==> config.mk <==
export PLATFORM = sky130hd
export DESIGN_NAME = word_assembler
export DESIGN_NICKNAME = d
export VERILOG_FILES = /design/src/rtl/word_assembler.sv
export SDC_FILE = /design/constraint.sdc
export NUM_CORES = 1
export LEC_CHECK = 0
export ABC_AREA = 1
export BUFFER_PORTS_ARGS = -buffer_cell sky130_fd_sc_hd__buf_2
export CORE_UTILIZATION = 45
export CTS_CLUSTER_SIZE = 24
export DETAILED_ROUTE_END_ITERATION = 10
export GPL_ROUTABILITY_DRIVEN = 0
export GPL_TIMING_DRIVEN = 0
export PLACE_DENSITY = 0.69
export SYNTH_ARGS = -nofsm -noshare
export SYNTH_HDL_FRONTEND = slang
export SYNTH_SLANG_ARGS = --single-unit
==> constraint.sdc <==
create_clock -name i_clk -period 1.55 [get_ports i_clk]
set_input_delay 0.0775 -clock i_clk [delete_from_list [all_inputs] [get_ports i_clk]]
set_output_delay 0.0775 -clock i_clk [all_outputs]
set_load 0.005 [all_outputs]
==> src/rtl/word_assembler.sv <==
// word_assembler: packs a byte stream into N_BYTES-wide words behind a one-deep output register.
module word_assembler #(
    parameter int NB_BYTE     = 8,
    parameter int N_BYTES     = 4,
    parameter int MSB_FIRST   = 1,
    parameter int TIMEOUT_CYC = 1000
) (
    input  logic                         i_clk,
    input  logic                         i_reset,
    input  logic                         i_rx_done,
    input  logic [NB_BYTE-1:0]           i_data,
    input  logic                         i_flush,
    input  logic                         i_ready,
    output logic [NB_BYTE*N_BYTES-1:0]   o_word,
    output logic                         o_valid,
    output logic [$clog2(N_BYTES+1)-1:0] o_byte_cnt,
    output logic                         o_timeout,
    output logic                         o_overrun
);
    localparam int W  = NB_BYTE * N_BYTES;
    localparam int CW = $clog2(N_BYTES + 1);
    localparam int IW = TIMEOUT_CYC > 1 ? $clog2(TIMEOUT_CYC + 1) : 1;
    localparam logic [IW-1:0] IDLE_LAST = IW'(TIMEOUT_CYC > 0 ? TIMEOUT_CYC - 1 : 0);
    localparam logic [CW-1:0] CNT_LAST  = CW'(N_BYTES - 1);

    typedef enum logic {IDLE, FILL} state_t;

    state_t        state_q, state_d;
    logic [CW-1:0] cnt_q, cnt_d, lane;
    logic [IW-1:0] idle_q, idle_d;
    logic [W-1:0]  asm_q, asm_d, word_q, word_d;
    logic          valid_q, valid_d, timeout_q, timeout_d, overrun_q, overrun_d;
    logic          byte_ok, done, expire, load;

    always_comb begin
        byte_ok = i_rx_done && !i_flush;
        done    = byte_ok && cnt_q == CNT_LAST;
        // a byte in the expiry cycle wins, so expiry requires an idle cycle
        expire  = TIMEOUT_CYC != 0 && state_q == FILL && !i_rx_done && !i_flush && idle_q == IDLE_LAST;
        lane    = MSB_FIRST != 0 ? CNT_LAST - cnt_q : cnt_q;
        asm_d   = asm_q;
        for (int i = 0; i < N_BYTES; i++)
            if (byte_ok && CW'(i) == lane) asm_d[i*NB_BYTE +: NB_BYTE] = i_data;
        cnt_d     = (i_flush || done || expire) ? '0 : byte_ok ? cnt_q + 1'b1 : cnt_q;
        state_d   = cnt_d == '0 ? IDLE : FILL;
        idle_d    = (TIMEOUT_CYC == 0 || state_q == IDLE || i_rx_done || i_flush || expire) ? '0 : idle_q + 1'b1;
        timeout_d = expire;
        load      = done && (!valid_q || i_ready);
        word_d    = load ? asm_d : word_q;
        valid_d   = load || (valid_q && !i_ready);
        overrun_d = !i_flush && (overrun_q || (done && valid_q && !i_ready));
    end

    always_ff @(posedge i_clk) begin
        if (i_reset) begin
            state_q   <= IDLE;
            cnt_q     <= '0;
            idle_q    <= '0;
            asm_q     <= '0;
            word_q    <= '0;
            valid_q   <= 1'b0;
            timeout_q <= 1'b0;
            overrun_q <= 1'b0;
        end else begin
            state_q   <= state_d;
            cnt_q     <= cnt_d;
            idle_q    <= idle_d;
            asm_q     <= asm_d;
            word_q    <= word_d;
            valid_q   <= valid_d;
            timeout_q <= timeout_d;
            overrun_q <= overrun_d;
        end
    end

    assign o_word     = word_q;
    assign o_valid    = valid_q;
    assign o_byte_cnt = cnt_q;
    assign o_timeout  = timeout_q;
    assign o_overrun  = overrun_q;
endmodule

==> summary.txt <==
area of the multi-input gates: 1510 um2
starting DRC count in detailed routing: 98
Longest Clk Path Bufs: 2
Critical Path Fanout Max: 16
minimum setup slack in the final design: 135 ps
# H-tree levels: 3
maximum vdd drop: 0.421 mV
ratio of cells with drive above 1 in the final layout: 0.254
total non-filler cell area in the finished layout: 4040 um2
area of the die: 7900 um2
data arrival at the endpoint of the critical path: 1670 ps
clock insertion delay at the later pin of the skew report: 350 ps
cell count after synthesis: 416
Nets: 502
via count of the first global-routing pass: 2390
number of routed nets with antenna violations: 0
Max Slew Vio Count: 0
end of the critical path: o_word[6]
fraction of the cycle the final worst path needs: 0.913
sequential-to-total area share from yosys stat: 0.477
post-synth top area cell: sky130_fd_sc_hd__dfxtp_1
CP Class: reg -> reg
RSZ-0062 raised after global routing: no
number of max-capacitance violations reported: 0
cell depth of the worst flop-to-flop path: 8
first-pass GRT wire length: 11200 um
Post-synth EDFFs: 0
result of the run: finished, final reports clean
Site Rows: 31
number of unique standard cell types used by synthesis: 29
initial core utilization: 0.466
overall die height: 88.9 um
Worst EP required: 1800 ps
predominant post-synthesis flop cell: sky130_fd_sc_hd__dfxtp_1
cell area after placement: 3770 um2
die width: 88.9 um
synthesized netlist net count: 435
final setup violating endpoints: 0
final critical delay including setup and external delays: 1410 ps
number of fill cells in the layout: 705
highest clock rate: 0.707 GHz
Leak Pwr: 1.87 nW
number of antenna violations at the first check in global routing: 0
Post-Route Setup TNS: 0 ps
#FFs+latches synth: 81
routed len/inst: 11.6 um
Tightest Pin Transition: 454 ps
clock root cell: sky130_fd_sc_hd__clkbuf_8
CP startpoint kind: flip-flop
top-area cell type share of the netlist area: 0.477
Mapped Area: 3400 um2
TritonCTS clock tree: yes
core region area: 7290 um2
number of buffers created by CTS: 9
startpoint of the most critical register-to-register path: o_byte_cnt[0]
average cell area after synthesis: 8.17 um2
fraction of registers with async set or reset after synthesis: 0
overall overflow remaining after global route: 0
drt first pass iters: 4
P&R area growth vs syn: 18.8%
GRT Util Overall: 0.190
Critical Path End Type: flip-flop
total setup buffers inserted after CTS: 0
pin count of the biggest net entering global routing: 14
worst flop-to-flop path endpoint: o_word[6]
cell types with the largest area share after synthesis: sky130_fd_sc_hd__dfxtp_1 (48%), sky130_fd_sc_hd__nor2_1 (10%), sky130_fd_sc_hd__o21ai_2 (8.3%), sky130_fd_sc_hd__nand2_1 (7.4%), sky130_fd_sc_hd__and2_1 (4.4%)
total DRC errors in the routed layout: 0
Top-Level Pins: 51
setup slack of the worst register-to-register path: 140 ps
clock tree skew after final layout: 7.84 ps
pre-CTS setup slack: 42.0 ps
ratio of routed vias to standard cells: 4.62
worst slew margin relative to its limit: 0.698
worst setup path start: o_byte_cnt[0]
aggregate routed wire length: 6830 um
detailed-route via count: 2711
sequential cell area in the final layout: 1630 um2
Port Buffers: 50
Reg clk slew, reported paths: 80 ps
detailed-placement wirelength estimate: 4950 um
number of clock sinks: 81
Antenna Cells: 0
worst min-delay path category: in -> reg
YS warnings: 0
ratio of total power to cell area: 948 nW/um2
count of final hold-check violations: 0
[per-layer routing]
layer / up-vias / part of all wire / track usage
li1: 1438 / - / -
met1: 1205 / 0.48 / 0.250
met2: 58 / 0.45 / 0.299
met3: 10 / 0.047 / 0.0438
met4: 0 / 0.020 / 0.0836
met5: - / 0 / 0
[through the flow]
step                power, mW  std cells  hold slack, ps  utilization
global route             3.99        587            8.18        0.554
global placement         2.34        565             306        0.517
finish                   3.83        587            17.1        0.554
floorplan                2.28        416             155            -
CTS                      3.86        588            1.17        0.554
detailed placement       2.34        565             301        0.517
[synthesized netlist by cell type, types with 2 or more instances]
library cell,count
sky130_fd_sc_hd__nand3_4,3
sky130_fd_sc_hd__nand4_1,2
sky130_fd_sc_hd__xor2_1,2
sky130_fd_sc_hd__buf_6,8
sky130_fd_sc_hd__and2_1,24
sky130_fd_sc_hd__nand2_4,2
sky130_fd_sc_hd__buf_4,3
sky130_fd_sc_hd__inv_1,30
sky130_fd_sc_hd__o21ai_1,16
sky130_fd_sc_hd__inv_2,3
sky130_fd_sc_hd__ha_1,6
sky130_fd_sc_hd__a21oi_1,5
sky130_fd_sc_hd__nand2_1,67
sky130_fd_sc_hd__clkbuf_1,6
sky130_fd_sc_hd__nor3_1,4
sky130_fd_sc_hd__nand3_1,10
sky130_fd_sc_hd__o21ai_0,9
sky130_fd_sc_hd__nor2_1,94
sky130_fd_sc_hd__dfxtp_1,81
sky130_fd_sc_hd__o21ai_2,32
[worst min-delay path by stage]
stage / endpoint / startpoint / cells past startpoint
final: asm_q[1] / i_data[1] / 3
after CTS: o_overrun / i_flush / 2
after detailed placement: o_timeout / i_reset / 2
after global routing: o_overrun / i_flush / 2
after floorplan: o_timeout / i_rx_done / 1
after global placement: o_timeout / i_reset / 2
[report_power, final]
group,switching [mW],total (mW),leakage (nW),internal [mW]
sequential,0.00789,2.10,0.655,2.10
combinational,0.129,0.203,1.12,0.0738
clock,0.736,1.52,0.0953,0.783
total,0.874,3.83,1.87,2.95
[sequential cells by signal (all words and copies together) (netlist names)]
name and flops:
o_valid 1, o_word 32, o_overrun 1, idle_q 10, asm_q 32, o_byte_cnt 3
o_timeout 1, state_q 1
[cell usage in the layout, fill, tap and decap left out, types with 6 or more instances in the layout]
cell type	n
sky130_fd_sc_hd__clkbuf_8	10
sky130_fd_sc_hd__nand2_1	66
sky130_fd_sc_hd__inv_1	30
sky130_fd_sc_hd__clkbuf_1	7
sky130_fd_sc_hd__o21ai_0	9
sky130_fd_sc_hd__buf_6	7
sky130_fd_sc_hd__dlygate4sd3_1	7
sky130_fd_sc_hd__ha_1	6
sky130_fd_sc_hd__buf_2	50
sky130_fd_sc_hd__nand3_1	10
sky130_fd_sc_hd__o21ai_2	32
sky130_fd_sc_hd__dfxtp_1	79
sky130_fd_sc_hd__o21ai_1	16
sky130_fd_sc_hd__nor2_1	94
sky130_fd_sc_hd__and2_1	24
[kinds of logic after synthesis]
kind of cell	synth area share
simple gates	0.291
flops	0.477
compound gates	0.127
buf+inv	0.0781
fa+ha+maj	0.0221
xor+xnor	0.00516
[final cells by class]
type                       instances  area share
inverter                          34      0.0329
clock inverter                     5      0.0136
clock buffer                      11      0.0350
sequential                        81       0.403
multi-input combinational        284       0.375
timing repair buffer              57      0.0794
tap                               99      0.0307
buffer                            16      0.0307
[worst max-delay path: stages, from the launching register on]
cell	delay (ps)
sky130_fd_sc_hd__dfxtp_4	380
sky130_fd_sc_hd__ha_1	200
sky130_fd_sc_hd__ha_1	200
sky130_fd_sc_hd__nand2_4	190
sky130_fd_sc_hd__nand2_1	100
sky130_fd_sc_hd__o21ai_2	80
sky130_fd_sc_hd__nand2_1	60
sky130_fd_sc_hd__nand2_1	70
sky130_fd_sc_hd__nor2_2	40
[what timing repair did]
| item | CTS | global route |
|---|---|---|
| hold endpoints to repair | 6 | 0 |
| setup endpoints to repair | 0 | 32 |
| hold buffers | 7 | 0 |
| resized for setup | 0 | 5 |
Note: power is estimated with default switching activity, not from simulation.
